**config.mk**
```make
export PLATFORM = sky130hd
export DESIGN_NAME = sprite_palette_ram
export DESIGN_NICKNAME = d
export VERILOG_FILES = /design/src/rtl/sprite_palette_ram.sv
export SDC_FILE = /design/constraint.sdc
export NUM_CORES = 1
export LEC_CHECK = 0
export CAP_MARGIN = 20
export CORE_ASPECT_RATIO = 2
export CORE_MARGIN = 4
export CORE_UTILIZATION = 65
export CTS_BUF_LIST = sky130_fd_sc_hd__clkbuf_8 sky130_fd_sc_hd__clkbuf_16
export DETAILED_ROUTE_END_ITERATION = 16
export MAX_ROUTING_LAYER = met4
export PLACE_DENSITY = 0.82
export SLEW_MARGIN = 20
export SYNTH_ARGS = -nofsm -noshare
export SYNTH_HDL_FRONTEND = slang
export SYNTH_SLANG_ARGS = --single-unit
```
**constraint.sdc**
```tcl
create_clock -name Clk -period 4.7 [get_ports Clk]
set_clock_uncertainty 0.05 [all_clocks]
set_input_delay 0.705 -clock Clk [delete_from_list [all_inputs] [get_ports Clk]]
set_output_delay 0.705 -clock Clk [all_outputs]
set_load 0.01 [all_outputs]
```
**src/rtl/sprite_palette_ram.sv**
```systemverilog
// ---------------------------------------------------------------------------
// sprite_palette_ram
//
// Multi-bank sprite palette. A per-pixel colour index is looked up in the
// palette selected by active_pal and returned as RGB two cycles later. The
// active palette only changes on frame_start, so a frame is never drawn with
// a mix of palettes. An optional fade unit darkens every channel by a
// frame-timed amount for screen transitions.
//
// Build option:
//   PALETTE_FADE_EN  defined   -> fade FSM, frame counter and subtractor present
//                    undefined -> fade_level/fade_busy tied to 0, fade_cmd ignored
//
// Ports:
//   Clk, Reset          system clock (rising edge), async active-high reset
//   frame_start         one-cycle pulse at end of vblank
//   pal_sel_next        palette that becomes active at the next frame_start
//   rd_valid_in/index   pixel index stream in
//   rd_valid_out        red/green/blue/transparent valid (2-cycle latency)
//   red/green/blue      pixel colour, 0 when rd_valid_out is low
//   transparent         pixel index was 0
//   wr_en/pal/index/rgb palette write port, {r,g,b} data
//   fade_cmd            00 none, 01 fade out, 10 fade in, 11 ignored
//   fade_level          current darkening amount
//   fade_busy           fade in progress
//
// Fade FSM states:
//   state      | meaning
//   IDLE       | no darkening, waiting for fade-out command
//   FADING_OUT | level rises by 1 every FADE_FRAMES frames
//   DARK       | level at maximum, waiting for fade-in command
//   FADING_IN  | level falls by 1 every FADE_FRAMES frames
// ---------------------------------------------------------------------------
module sprite_palette_ram #(
  parameter int INDEX_W     = 4,
  parameter int CHAN_W      = 4,
  parameter int NUM_PAL     = 4,
  parameter int FADE_FRAMES = 4,
  localparam int PAL_W      = (NUM_PAL > 1) ? $clog2(NUM_PAL) : 1
) (
  input  logic                  Clk,
  input  logic                  Reset,
  input  logic                  frame_start,
  input  logic [PAL_W-1:0]      pal_sel_next,
  input  logic                  rd_valid_in,
  input  logic [INDEX_W-1:0]    rd_index,
  output logic                  rd_valid_out,
  output logic [CHAN_W-1:0]     red,
  output logic [CHAN_W-1:0]     green,
  output logic [CHAN_W-1:0]     blue,
  output logic                  transparent,
  input  logic                  wr_en,
  input  logic [PAL_W-1:0]      wr_pal,
  input  logic [INDEX_W-1:0]    wr_index,
  input  logic [3*CHAN_W-1:0]   wr_rgb,
  input  logic [1:0]            fade_cmd,
  output logic [CHAN_W-1:0]     fade_level,
  output logic                  fade_busy
);

  localparam int ADDR_W = PAL_W + INDEX_W;
  localparam int DEPTH  = 1 << ADDR_W;
  localparam int RGB_W  = 3 * CHAN_W;

  // -------------------------------------------------------------------------
  // Palette storage (not reset; the boot loader fills every entry)
  // -------------------------------------------------------------------------
  logic [RGB_W-1:0] mem_q [DEPTH];

  always_ff @(posedge Clk) begin
    if (wr_en) begin
      mem_q[{wr_pal, wr_index}] <= wr_rgb;
    end
  end

  // -------------------------------------------------------------------------
  // Active palette, switched only at frame boundaries
  // -------------------------------------------------------------------------
  logic [PAL_W-1:0] active_pal_q;

  always_ff @(posedge Clk or posedge Reset) begin
    if (Reset) begin
      active_pal_q <= '0;
    end else if (frame_start) begin
      active_pal_q <= pal_sel_next;
    end
  end

  // -------------------------------------------------------------------------
  // Stage 1: RAM read. The array is sampled before the same-edge write lands,
  // so a colliding read returns the old word, and a read coinciding with
  // frame_start still uses the old active_pal.
  // -------------------------------------------------------------------------
  logic             s1_valid_q;
  logic             s1_zero_q;
  logic [RGB_W-1:0] s1_rgb_q;

  always_ff @(posedge Clk or posedge Reset) begin
    if (Reset) begin
      s1_valid_q <= 1'b0;
      s1_zero_q  <= 1'b0;
      s1_rgb_q   <= '0;
    end else begin
      s1_valid_q <= rd_valid_in;
      s1_zero_q  <= (rd_index == '0);
      s1_rgb_q   <= mem_q[{active_pal_q, rd_index}];
    end
  end

  // -------------------------------------------------------------------------
  // Fade unit
  // -------------------------------------------------------------------------
  logic [CHAN_W-1:0] fade_lvl;

`ifdef PALETTE_FADE_EN
  localparam int                CNT_W      = (FADE_FRAMES > 1) ? $clog2(FADE_FRAMES) : 1;
  localparam logic [CNT_W-1:0]  CNT_RELOAD = CNT_W'(FADE_FRAMES - 1);
  localparam logic [CHAN_W-1:0] LEVEL_MAX  = '1;

  typedef enum logic [1:0] {
    IDLE       = 2'd0,
    FADING_OUT = 2'd1,
    DARK       = 2'd2,
    FADING_IN  = 2'd3
  } fade_state_e;

  fade_state_e       state_q, state_d;
  logic [CHAN_W-1:0] level_q, level_d;
  logic [CNT_W-1:0]  cnt_q, cnt_d;

  always_ff @(posedge Clk or posedge Reset) begin
    if (Reset) begin
      state_q <= IDLE;
      level_q <= '0;
      cnt_q   <= '0;
    end else begin
      state_q <= state_d;
      level_q <= level_d;
      cnt_q   <= cnt_d;
    end
  end

  // Frame timer is a down-counter: loaded with FADE_FRAMES-1 when a fade is
  // accepted, a step happens on the frame_start that finds it at zero. A
  // frame_start arriving with the accepting command is not counted because
  // IDLE/DARK never look at the counter.
  always_comb begin
    state_d = state_q;
    level_d = level_q;
    cnt_d   = cnt_q;
    unique case (state_q)
      IDLE: begin
        if (fade_cmd == 2'b01) begin
          state_d = FADING_OUT;
          cnt_d   = CNT_RELOAD;
        end
      end
      FADING_OUT: begin
        if (frame_start) begin
          if (cnt_q == '0) begin
            level_d = level_q + CHAN_W'(1);
            cnt_d   = CNT_RELOAD;
            if (level_d == LEVEL_MAX) begin
              state_d = DARK;
            end
          end else begin
            cnt_d = cnt_q - CNT_W'(1);
          end
        end
      end
      DARK: begin
        if (fade_cmd == 2'b10) begin
          state_d = FADING_IN;
          cnt_d   = CNT_RELOAD;
        end
      end
      FADING_IN: begin
        if (frame_start) begin
          if (cnt_q == '0) begin
            level_d = level_q - CHAN_W'(1);
            cnt_d   = CNT_RELOAD;
            if (level_d == '0) begin
              state_d = IDLE;
            end
          end else begin
            cnt_d = cnt_q - CNT_W'(1);
          end
        end
      end
      default: begin
        state_d = IDLE;
      end
    endcase
  end

  assign fade_lvl   = level_q;
  assign fade_level = level_q;
  assign fade_busy  = (state_q == FADING_OUT) || (state_q == FADING_IN);
`else
  localparam int unused_fade_frames = FADE_FRAMES;
  logic unused_fade_cmd;

  assign unused_fade_cmd = ^fade_cmd;
  assign fade_lvl        = '0;
  assign fade_level      = '0;
  assign fade_busy       = 1'b0;
`endif

  // Channel minus level, computed one bit wider so an underflow clamps to 0
  // instead of wrapping.
  function automatic logic [CHAN_W-1:0] sub_sat(input logic [CHAN_W-1:0] chan,
                                                input logic [CHAN_W-1:0] lvl);
    logic [CHAN_W:0] diff;
    diff = {1'b0, chan} - {1'b0, lvl};
    return diff[CHAN_W] ? '0 : diff[CHAN_W-1:0];
  endfunction

  // -------------------------------------------------------------------------
  // Stage 2: fade and output register. fade_lvl is the level after any
  // update on the edge that loaded S1, so in-flight pixels see the new level.
  // -------------------------------------------------------------------------
  logic              valid_q, valid_d;
  logic              transp_q, transp_d;
  logic [CHAN_W-1:0] red_q, red_d;
  logic [CHAN_W-1:0] green_q, green_d;
  logic [CHAN_W-1:0] blue_q, blue_d;

  always_comb begin
    valid_d  = s1_valid_q;
    transp_d = 1'b0;
    red_d    = '0;
    green_d  = '0;
    blue_d   = '0;
    if (s1_valid_q) begin
      transp_d = s1_zero_q;
`ifdef PALETTE_FADE_EN
      red_d    = sub_sat(s1_rgb_q[3*CHAN_W-1:2*CHAN_W], fade_lvl);
      green_d  = sub_sat(s1_rgb_q[2*CHAN_W-1:CHAN_W],   fade_lvl);
      blue_d   = sub_sat(s1_rgb_q[CHAN_W-1:0],          fade_lvl);
`else
      red_d    = s1_rgb_q[3*CHAN_W-1:2*CHAN_W];
      green_d  = s1_rgb_q[2*CHAN_W-1:CHAN_W];
      blue_d   = s1_rgb_q[CHAN_W-1:0];
`endif
    end
  end

`ifndef PALETTE_FADE_EN
  logic unused_sub;
  assign unused_sub = ^sub_sat(fade_lvl, fade_lvl);
`endif

  always_ff @(posedge Clk or posedge Reset) begin
    if (Reset) begin
      valid_q  <= 1'b0;
      transp_q <= 1'b0;
      red_q    <= '0;
      green_q  <= '0;
      blue_q   <= '0;
    end else begin
      valid_q  <= valid_d;
      transp_q <= transp_d;
      red_q    <= red_d;
      green_q  <= green_d;
      blue_q   <= blue_d;
    end
  end

  assign rd_valid_out = valid_q;
  assign transparent  = transp_q;
  assign red          = red_q;
  assign green        = green_q;
  assign blue         = blue_q;

endmodule

```
==> impl_metrics.toml <==
[place]
io_buffers = 42
place_congestion = 0.9055
dp_hpwl_um = 43900
dpl_cell_area_um2 = 32140

[yosys]
ys.flop_type = "edfxtp_1"
async_reset_ff_share_pct = 3.759
seq_area_frac_synth_pct = 77.63
synth-seq-cells = 798
synthCells = 1465
synthAdderAreaFrac_pct = 0
ys_warn_count = 0
synth_xor_xnor_area_share_pct = 0
syn_area_um2 = 30670
synth_compound_area_share_pct = 3.871
synth_top_family_by_area = "multiplexers"
synth_simple_gate_area_share_pct = 2.064
avgSynthCellArea_um2 = 20.94
muxShareOfSynthArea_pct = 14.67
synth-edff-count = 768
post_synth_num_cell_types = 44

[cts]
clock_latency_ns = 0.63
cts_hold_buffers = 0
cts_tree = "yes"
postCtsSetupBuffers = 0
cts_resized = 0
clk_pin_slew_worst_paths_ns = 0.07
cts_made_buffers = 61
cts.sinks = 798
clk_path_buf_depth = 3
cts-root-buf = "clkbuf_16"
htreeDepth = 2

[cells_and_area]
drive_gt1_share_pct = 24.28
post-route-util_pct = 73.38
area_growth_pct = 11.64
fin_nets = 1615
finalInstanceArea_um2 = 34240

[sta]
rsz0062_at_grt = "false"
hold_ws_ns = 0.4063
max_freq_mhz = 355.1
min_period_ns = 2.816
setup_tns_ns = 0
fin_crit_sh_pct = 59.91
finalSetupViolations = 0
drv_slew = 0
max_slew_margin_pct = 38.50
finalHoldViolations = 0
worst_slew_pin_slew_ns = 0.9205

[worst_hold_path]
hold_path.class = "flip-flop to flip-flop"

[global_route]
gr-total-overflow = 0
antenna_found_initial = 1
grt_max_degree = 65
grt_usage_pct = 30.01
grt_pass1_vias = 15930
grt_pass1_wl_um = 106700

[detailed_routing]
drt_first_iter_violations = 1982
viasPerCell = 6.839
drc = 0
dr.pass1.iters = 7
wire_per_inst_um = 31.97
drtAntennaViolNets = 0
drt_wl_total_um = 72380
vias = 15480

[worst_setup_path]
path_class = "input port to flip-flop"
cp.required_ns = 5.09
critPathCaptureType = "flip-flop"
start_kind = "input port"
critPathSlowestCell = "a221oi_1"
path_max_fanout = 33
critical_path.max_stage_delay_ns = 0.65
crit_chain = "buf_4 -> buf_4 -> mux4_2 -> mux2_2 -> a221oi_1 -> o32ai_1"
cp.arrival_ns = 3.21
path_common_cell = "buf_4"

[floorplanning]
rows = 112
die-area_um2 = 50940
core_region_area_um2 = 46660
fp.dieH_um = 315.2
die_width_um = 161.6
num_io_pins = 50
initial_core_util_pct = 65.73

[pwr]
power_leakage_uw = 0.01116
peakVddDrop_v = 0.0003526
power_density_nw_per_um2 = 410.2

[status]
status = "finished clean"

[run]
max_cap_viol_count = 0
[area by class of cell]
type | instances | area (µm²)
clock buffer | 63 | 1577
timing repair buffer | 144 | 1189
fill | 2498 | 12420
inverter | 3 | 11.26
sequential | 798 | 23810
multi-input combinational | 576 | 6364
antenna | 2 | 5.005
clock inverter | 51 | 501.7
tap | 627 | 784.5
[Yosys cell counts (3+ instances only)]
cell type / instances / share of area, %
a2111oi_0: 3 / 0.086
a211o_1: 13 / 0.37
a211oi_1: 13 / 0.32
a21oi_1: 19 / 0.31
a221oi_1: 6 / 0.17
a22o_1: 7 / 0.20
a22oi_1: 17 / 0.42
a31oi_1: 4 / 0.082
and2_1: 14 / 0.29
buf_2: 16 / 0.26
buf_4: 20 / 0.49
buf_6: 11 / 0.40
clkbuf_1: 44 / 0.54
dfrtp_1: 30 / 2.4
edfxtp_1: 768 / 75
mux2_2: 31 / 1.1
mux2i_1: 93 / 3.0
mux4_2: 143 / 10
nand2_1: 14 / 0.17
nand2b_1: 7 / 0.14
nand3_1: 5 / 0.082
nor2_1: 76 / 0.93
nor2b_1: 10 / 0.20
o211ai_1: 3 / 0.073
o21ai_0: 20 / 0.33
o221ai_1: 21 / 0.60
o22ai_1: 30 / 0.61
o31ai_1: 3 / 0.073
o32ai_1: 3 / 0.086
[state kept, by name, indices dropped and copies added (netlist names)]
register	count
transparent	1
rd_valid_out	1
mem_q	768
green	4
s1_valid_q	1
red	4
s1_zero_q	1
blue	4
active_pal_q	2
s1_rgb_q	12
[layer usage]
layer  track usage (%)  share of wire (%)  vias up
met5                 -                  0        -
met4             17.41                7.0        0
met3             4.055                8.6      230
met2             49.82                 53     1005
met1             35.53                 32     7948
li1                  -                  -     6301
[cells by family after synthesis]
| kind of cell | after synthesis |
|---|---|
| other | 1 |
| DFF | 798 |
| buffers and inverters | 95 |
| and+or+nand+nor | 137 |
| AOI/OAI and AO/OA | 167 |
| muxes | 267 |
[layout by cell type (no fill, tap or decap), types with 8 or more instances in the layout]
| cell type | synthesis | final |
|---|---|---|
| edfxtp_1 | 768 | 768 |
| mux4_2 | 143 | 143 |
| buf_4 | 20 | 107 |
| mux2i_1 | 93 | 93 |
| nor2_1 | 76 | 76 |
| clkbuf_16 | 0 | 63 |
| mux2_2 | 31 | 31 |
| o22ai_1 | 30 | 30 |
| dfrtp_1 | 30 | 30 |
| clkdlybuf4s50_1 | 0 | 26 |
| o221ai_1 | 21 | 21 |
| o21ai_0 | 20 | 20 |
| a21oi_1 | 19 | 19 |
| a22oi_1 | 17 | 17 |
| nand2_1 | 14 | 14 |
| and2_1 | 14 | 14 |
| clkinv_2 | 0 | 14 |
| a211o_1 | 13 | 13 |
| a211oi_1 | 13 | 13 |
| clkinv_1 | 1 | 10 |
| nor2b_1 | 10 | 9 |
| bufinv_16 | 0 | 9 |
| inv_1 | 2 | 8 |
[worst max-delay path: cells and delay by family]
family / cells / cell delay [ns]
buffers and inverters: 2 / 0.86
AO/OA/AOI/OAI: 2 / 0.92
multiplexers: 2 / 0.68
[stage by stage]
step	cells	worst slack, ns	total power, µW
final	2264	1.884	14050
after global placement	2147	1.275	8821
after floorplan	1469	2.161	8484
after global routing	2263	1.768	14430
after detailed placement	2148	1.250	8853
after CTS	2262	1.894	14090
[worst paths after layout]
check	to	startpoint	cells after the start	slack [ns]
min in group asynchronous	green[1]$_DFF_PP0_	Reset	2	0.42
setup reg to reg	s1_rgb_q[11]$_DFF_PP0_	mem_q[29][11]$_DFFE_PP_	4	2.40
setup / recovery	s1_rgb_q[11]$_DFF_PP0_	rd_index[2]	6	1.88
hold / removal	blue[0]$_DFF_PP0_	s1_rgb_q[0]$_DFF_PP0_	1	0.41
max in group asynchronous	red[2]$_DFF_PP0_	Reset	2	3.79
hold reg to reg	blue[0]$_DFF_PP0_	s1_rgb_q[0]$_DFF_PP0_	1	0.41
[power by group]
part / total [µW] / internal, µW / leakage [µW] / switching [µW]
clock: 5330 / 2940 / 0.00104 / 2400
sequential: 7890 / 7870 / 0.00728 / 25.6
combinational: 816 / 297 / 0.00284 / 520
(Power assumes the default switching activity.)
